[config.mk]
export PLATFORM = sky130hd
export DESIGN_NAME = adder_tree_accumulator
export DESIGN_NICKNAME = d
export VERILOG_FILES = /design/src/rtl/adder_tree_pkg.sv /design/src/rtl/adder_tree_beat_counter.sv /design/src/rtl/adder_tree_accumulator.sv
export SDC_FILE = /design/constraint.sdc
export NUM_CORES = 1
export LEC_CHECK = 0
export CORE_MARGIN = 2
export CORE_UTILIZATION = 58
export CTS_CLUSTER_SIZE = 8
export DETAILED_ROUTE_END_ITERATION = 8
export PLACE_DENSITY_LB_ADDON = 0.12
export RECOVER_POWER = 100
export REMOVE_ABC_BUFFERS = 1
export SYNTH_ARGS = -nofsm -noshare
export SYNTH_HDL_FRONTEND = slang
export SYNTH_HIERARCHICAL = 1
export SYNTH_SLANG_ARGS = --single-unit
[constraint.sdc]
create_clock -name clk -period 6.8 [get_ports clk]
set_clock_uncertainty 0.15 [all_clocks]
set_input_delay 1.02 -clock clk [delete_from_list [all_inputs] [get_ports clk]]
set_output_delay 1.02 -clock clk [all_outputs]
set_load 0.01 [all_outputs]
[src/rtl/adder_tree_pkg.sv]
// Shared widths and state encoding for the adder-tree accumulator slice.
package adder_tree_pkg;

    localparam int unsigned ADDER_WIDTH = 10;
    localparam int unsigned IN_WIDTH    = ADDER_WIDTH + 1;
    localparam int unsigned CNT_WIDTH   = 8;
    localparam int unsigned ACC_WIDTH   = IN_WIDTH + CNT_WIDTH;

    typedef enum logic [1:0] {
        IDLE  = 2'd0,
        ACCUM = 2'd1,
        DONE  = 2'd2
    } acc_state_t;

endpackage

[src/rtl/adder_tree_beat_counter.sv]
// Loadable down-counter tracking the beats still owed in a frame.
module adder_tree_beat_counter
    import adder_tree_pkg::*;
(
    input  logic                 clk,
    input  logic                 rst,
    input  logic                 load,
    input  logic [CNT_WIDTH-1:0] load_value,
    input  logic                 decrement,
    output logic                 last
);

    logic [CNT_WIDTH:0] count_q;
    logic [CNT_WIDTH:0] count_d;

    always_comb begin
        count_d = count_q;
        if (load) begin
            // A zero length encodes the full 2^CNT_WIDTH frame.
            if (load_value == '0) begin
                count_d = {1'b1, {CNT_WIDTH{1'b0}}};
            end else begin
                count_d = {1'b0, load_value};
            end
        end else if (decrement && (count_q != '0)) begin
            count_d = count_q - (CNT_WIDTH+1)'(1);
        end
    end

    always_ff @(posedge clk or posedge rst) begin
        if (rst) begin
            count_q <= '0;
        end else begin
            count_q <= count_d;
        end
    end

    assign last = (count_q == (CNT_WIDTH+1)'(1));

endmodule

[src/rtl/adder_tree_accumulator.sv]
// Sums a programmable number of adder-tree results into one frame total
// with valid/ready handshakes on input and output.
module adder_tree_accumulator
    import adder_tree_pkg::*;
(
    input  logic                 clk,
    input  logic                 rst,
    input  logic                 start,
    input  logic [CNT_WIDTH-1:0] len,
    input  logic                 in_valid,
    input  logic [IN_WIDTH-1:0]  in_sum,
    output logic                 in_ready,
    output logic                 out_valid,
    output logic [ACC_WIDTH-1:0] out_sum,
    input  logic                 out_ready,
    output logic                 busy
);

    acc_state_t           state_q;
    acc_state_t           state_d;
    logic [ACC_WIDTH-1:0] acc_q;
    logic [ACC_WIDTH-1:0] acc_d;
    logic [ACC_WIDTH-1:0] out_sum_q;
    logic [ACC_WIDTH-1:0] out_sum_d;
    logic [ACC_WIDTH-1:0] sum_next;
    logic                 cnt_load;
    logic                 cnt_dec;
    logic                 cnt_last;

    adder_tree_beat_counter u_beat_counter (
        .clk        (clk),
        .rst        (rst),
        .load       (cnt_load),
        .load_value (len),
        .decrement  (cnt_dec),
        .last       (cnt_last)
    );

    assign sum_next = acc_q + ACC_WIDTH'(in_sum);

    always_ff @(posedge clk or posedge rst) begin
        if (rst) begin
            state_q   <= IDLE;
            acc_q     <= '0;
            out_sum_q <= '0;
        end else begin
            state_q   <= state_d;
            acc_q     <= acc_d;
            out_sum_q <= out_sum_d;
        end
    end

    always_comb begin
        state_d   = state_q;
        acc_d     = acc_q;
        out_sum_d = out_sum_q;
        cnt_load  = 1'b0;
        cnt_dec   = 1'b0;
        unique case (state_q)
            IDLE: begin
                if (start) begin
                    acc_d    = '0;
                    cnt_load = 1'b1;
                    state_d  = ACCUM;
                end
            end
            ACCUM: begin
                if (in_valid) begin
                    acc_d   = sum_next;
                    cnt_dec = 1'b1;
                    if (cnt_last) begin
                        out_sum_d = sum_next;
                        state_d   = DONE;
                    end
                end
            end
            DONE: begin
                // Handshake with start reloads straight into the next frame.
                if (out_ready) begin
                    if (start) begin
                        acc_d    = '0;
                        cnt_load = 1'b1;
                        state_d  = ACCUM;
                    end else begin
                        state_d = IDLE;
                    end
                end
            end
            default: begin
                state_d = IDLE;
            end
        endcase
    end

    always_comb begin
        in_ready  = (state_q == ACCUM);
        out_valid = (state_q == DONE);
        busy      = (state_q != IDLE);
        out_sum   = out_sum_q;
    end

endmodule

== Word level (Yosys, flattened, before mapping) ==
Cells that the tools add are included.

* Add/subtract/negate cells: 2
* Eq/ne operators: 7
* Mux-type cells: 18
* Reduce and logical (&&, ||, !) cells: 10

{| class="wikitable"
|+ Operators by type and width
! kind !! number
|-
| 2-to-1 mux 19 bit || 3
|-
| case mux 19 bit (3 select lines) || 1
|-
| 2-to-1 mux 9 bit || 3
|-
| adder 19 x 11 -> 19 bit || 1
|-
| == test 9 x 1 -> 1 bit (second input constant) || 1
|-
| nonzero test 9 bit || 1
|-
| subtractor 9 x 1 -> 9 bit (second input constant) || 1
|-
| logical NOT 8 bit || 1
|-
| 2-to-1 mux 2 bit || 4
|-
| case mux 2 bit (3 select lines) || 1
|-
| AND reduction 3 bit || 2
|-
| 2-to-1 mux 1 bit || 5
|-
| != test 2 x 1 -> 1 bit (second input constant) || 2
|-
| != test 2 bit (second input constant) || 2
|-
| AND reduction 4 bit || 1
|-
| nonzero test 2 bit || 2
|-
| nonzero test 3 bit || 1
|-
| == test 2 x 1 -> 1 bit (second input constant) || 1
|-
| == test 2 bit (second input constant) || 1
|-
| logical NOT 2 bit || 1
|-
| case mux 1 bit (2 select lines) || 1
|-
| logical AND 1 bit || 1
|}

* Register bits: 49
* Logic and storage cells: 41

== Depth between registers and ports, before layout ==
* Word-level depth: 5
* Depth in mapped cells: 8

== Modules after synthesis ==
The synthesis kept the hierarchy.

{| class="wikitable"
|+ By module, submodules not included
! module !! instances !! cells each !! area an instance (um^2) !! sequential area each (um^2)
|-
| adder_tree_accumulator || 1 || 236 || 2230.9 || 1001.0
|-
| adder_tree_beat_counter || 1 || 72 || 668.1 || 225.2
|}

== Least setup slack after synthesis ==
OpenSTA, ideal clock, no wires.

* Kind: in2reg
* Start point: input in_sum[0]
* End point: register acc_q[12]
* Arrival time: 2712 ps
* Required time: 6532 ps
* Setup slack: 3820 ps
* Stages: 8
* Path through: ha_1 fa_1 a21o_1 a31o_2 a31oi_2 o21ai_1 nor3b_1 a21o_1

* Word-level cells in the longest chain between the ends: 3

{| class="wikitable"
|+ Ends and longest elaborated chain
! item !! RTL line !! text
|-
| start, declared || adder_tree_accumulator.sv:11 || <nowiki>input logic [IN_WIDTH-1:0] in_sum,</nowiki>
|-
| adder 19 x 11 -> 19 bit || adder_tree_accumulator.sv:39 || <nowiki>assign sum_next = acc_q + ACC_WIDTH'(in_sum);</nowiki>
|-
| 2-to-1 mux 19 bit || adder_tree_accumulator.sv:68 || <nowiki>if (in_valid) begin</nowiki>
|-
| case mux 19 bit (3 select lines) || adder_tree_accumulator.sv:59 || <nowiki>unique case (state_q)</nowiki>
|-
| end signal, assigned || adder_tree_accumulator.sv:44 || <nowiki>acc_q <= '0;</nowiki>
|-
| end signal, assigned || adder_tree_accumulator.sv:48 || <nowiki>acc_q <= acc_d;</nowiki>
|-
| end, declared || adder_tree_accumulator.sv:21 || <nowiki>logic [ACC_WIDTH-1:0] acc_q;</nowiki>
|}

No other way between the ends. The select of a mux whose other input is x is not followed.
A chain may end at the register's enable or synchronous reset.

== Worst setup path in the final report ==
* Start point: input in_valid
* End point: register u_beat_counter.count_q[5]

* Word-level cells in the longest chain between the ends: 4

{| class="wikitable"
|+ Ends and longest elaborated chain
! item !! RTL line !! text
|-
| start, declared || adder_tree_accumulator.sv:10 || <nowiki>input logic in_valid,</nowiki>
|-
| 2-to-1 mux 1 bit || adder_tree_accumulator.sv:68 ||
|-
| 2-to-1 mux 1 bit || adder_tree_accumulator.sv:59 ||
|-
| logical AND 1 bit || adder_tree_beat_counter.sv:25 || <nowiki>end else if (decrement && (count_q != '0)) begin</nowiki>
|-
| nonzero test 2 bit (no source line) || -- ||
|-
| end signal, assigned || adder_tree_beat_counter.sv:34 || <nowiki>count_q <= count_d;</nowiki>
|-
| end, declared || adder_tree_beat_counter.sv:13 || <nowiki>logic [CNT_WIDTH:0] count_q;</nowiki>
|}

No other way between the ends.

==> impl_metrics.env <==
export IMPL_clkPwrFrac_pct=13.4
export IMPL_fill_cells=373
export IMPL_numClockSinks=49
export IMPL_drive_gt1_share_pct=5.11
export IMPL_ys_ff_latch=49
export IMPL_critPathArrivalTime_ns=3.87
export IMPL_via_per_inst=5.88
export IMPL_hp_class="flop to flop"
export IMPL_power_density_nw_per_um2=375
export IMPL_tightest_slew_ns=2.16
export IMPL_violations="capacitance limit, slew limit"
export IMPL_yosysWarnings=6
export IMPL_ios=46
export IMPL_worstSkewPairLatency_ns=0.31
export IMPL_maxCapViolCount=1
export IMPL_leakagePower_nw=1.55
export IMPL_drt_iter0_markers=223
export IMPL_yosysSeqAreaShare_pct=42.3
export IMPL_power_w=0.00129
export IMPL_dieArea_sq_um=5580
export IMPL_cp_max_fo=21
export IMPL_placed_cells=411
export IMPL_grt_pass1_vias=2413
export IMPL_finalHoldViolations=0
export IMPL_synthTopCellsByArea="dfrtp_1, o21ai_0, ha_1"
export IMPL_antenna_found_initial=0
export IMPL_post_route_period_util_pct=56.0
export IMPL_num_vias=2464
export IMPL_combPwrFrac_pct=48.6
export IMPL_grt_pass1_wl_um=10700
export IMPL_ys_flop_type="dfrtp_1"
export IMPL_syn_instance_count=308
export IMPL_grt_overflow=0
export IMPL_die_w_um=74.7
export IMPL_startpoint_type="primary input"
export IMPL_drtPass1Iterations=4
export IMPL_ctsResizeCount=0
export IMPL_drv_slew=41
export IMPL_syn_cell_area_sq_um=2900
export IMPL_routedWlPerCell_um=15.3
export IMPL_start_util_pct=60.6
export IMPL_dp_worst_setup_slack_ns=3.19
export IMPL_fp_row_count=25
export IMPL_gp_congestion=0.857
export IMPL_tritoncts="done"
export IMPL_worstSetupPathType="primary input to flop"
export IMPL_layout_nets=390
export IMPL_dpl_hpwl_um=4580
export IMPL_ctsHoldBuffers=0
export IMPL_ff_latch_area_sq_um=1230
export IMPL_grt_max_degree=41
export IMPL_syn_to_final_growth_pct=18.3
export IMPL_drt_total_wl_um=6400
export IMPL_synth_edff_count=0
export IMPL_crit_required_ns=6.86
export IMPL_fin_setup_tns_ns=0
export IMPL_drc_errors=0
export IMPL_finalSetupViolations=0
export IMPL_portBuffers=45
export IMPL_status="finished, violations left"
export IMPL_cts_root_buf="clkbuf_8"
export IMPL_path_clk_slew_ns=0.10
export IMPL_stdcell_count=419
export IMPL_synth_common_cells="dfrtp_1, nand2_1, o21ai_0, a21oi_1"
export IMPL_slew_headroom_pct=-43.8
export IMPL_intPower_w=0.000748
export IMPL_rsz0062_at_grt="false"
export IMPL_cts_setup_buffers=0
export IMPL_fmaxAchievable_ghz=0.262
export IMPL_die_h_um=74.7
export IMPL_htree_levels=2
export IMPL_timing_final_crit_period_ns=3.81
export IMPL_multiInputGateArea_sq_um=1520
export IMPL_synth_top_area_share_pct=42.3
export IMPL_critPathCaptureType="flop"
export IMPL_swShare_pct=41.8
export IMPL_core_area_sq_um=4790
export IMPL_seqPwrFrac_pct=38.0
export IMPL_antenna_left=0
export IMPL_power_switching_w=0.000537
export IMPL_cts_buffer_depth=2
export IMPL_grtUsageTotal_pct=24.8
export IMPL_worst_slack_ns=2.99
export IMPL_synth_async_reset_ratio_pct=100
export IMPL_ir_drop_uv=257
export IMPL_synth_distinct_cells=54
export IMPL_yosysMostFrequentCell="dfrtp_1"
export IMPL_numCtsBuffers=5
export IMPL_synth_top_area_cell="dfrtp_1"
export IMPL_syn_mean_instance_area_sq_um=9.41
export IMPL_diodes=0
[path summary, 6_finish.rpt]
| path | start | to | slack [ns] | depth (start not counted) |
|---|---|---|---|---|
| setup / recovery | in_valid | u_beat_counter/count_q[5] | 2.99 | 7 |
| hold / removal | out_sum[7] | out_sum[7] | 0.33 | 2 |
| max in group asynchronous | rst | out_sum[3] | 3.45 | 3 |
| hold reg to reg | out_sum[7] | out_sum[7] | 0.33 | 2 |
| setup reg to reg | state_q[0] | u_beat_counter/count_q[5] | 3.61 | 7 |
| min in group asynchronous | rst | u_beat_counter/count_q[4] | 0.97 | 2 |
[kinds of logic after synthesis]
kind of cell	count (synthesis)	share of synthesized area [%]
simple gates	91	17.0
buf+inv	24	3.24
compound gates	107	23.8
mux	3	1.12
fa+ha+maj	15	6.73
xor+xnor	19	5.74
flops	49	42.3
[critical path: stages]
cell and delay (ns):
dlygate4sd3_1 0.59, nand2_1 0.28, inv_1 0.59, inv_1 0.16, a2111oi_0 0.76, a21oi_1 0.15, o31a_1 0.31
[registers in the layout, summed over array words and instances, names as in the netlist]
signal                  cells
acc_q                      19
out_sum                    19
u_beat_counter/count_q      9
state_q                     2
[power by group through the flow]
stage	combinational, W	clock (W)	sequential, W
floorplan	0.000448	0	0.000497
global placement	0.000629	0	0.000496
detailed placement	0.000652	0	0.000501
CTS	0.000659	0.000177	0.000496
global route	0.000703	0.000189	0.000505
finish	0.000625	0.000173	0.000488
[cells in the final DEF, fill, tap and decap left out, types with 6 or more instances in the layout]
cell type and n:
clkdlybuf4s50_1 19, nand2_1 43, a31oi_1 9, inv_1 13, ha_1 14, dlygate4sd3_1 26
o21ai_0 43, dfrtp_1 49, nand3_1 6, a21oi_1 27, xnor2_1 14
[per-layer routing]
| layer | share of wire, % | vias to the layer above | routed length, um | GRT usage [%] |
|---|---|---|---|---|
| li1 | - | 1192 | - | - |
| met1 | 45 | 1196 | 2890 | 32.6 |
| met2 | 49 | 66 | 3140 | 41.0 |
| met3 | 4.0 | 10 | 257 | 3.35 |
| met4 | 1.7 | 0 | 111 | 11.5 |
| met5 | 0 | - | 0 | 0 |
[cell type report]
cell class / count / area share [%]
Multi-Input combinational cell: 235 / 44.3
Tap cell: 67 / 2.45
Timing Repair Buffer: 47 / 13.4
Inverter: 13 / 1.42
Sequential cell: 49 / 35.8
Clock buffer: 5 / 2.01
Clock inverter: 3 / 0.657
[stage by stage]
stage | hold slack, ns | instance area (sq um) | utilization [%]
2_1_floorplan | 0.304 | 2850 | -
3_3_place_gp | 0.310 | 3400 | 71.1
4_1_cts | 0.340 | 3490 | 73.0
6_report | 0.330 | 3430 | 71.6
3_5_place_dp | 0.319 | 3400 | 71.1
5_1_grt | 0.350 | 3430 | 71.6
No activity file was read; power rests on OpenSTA's default activity.
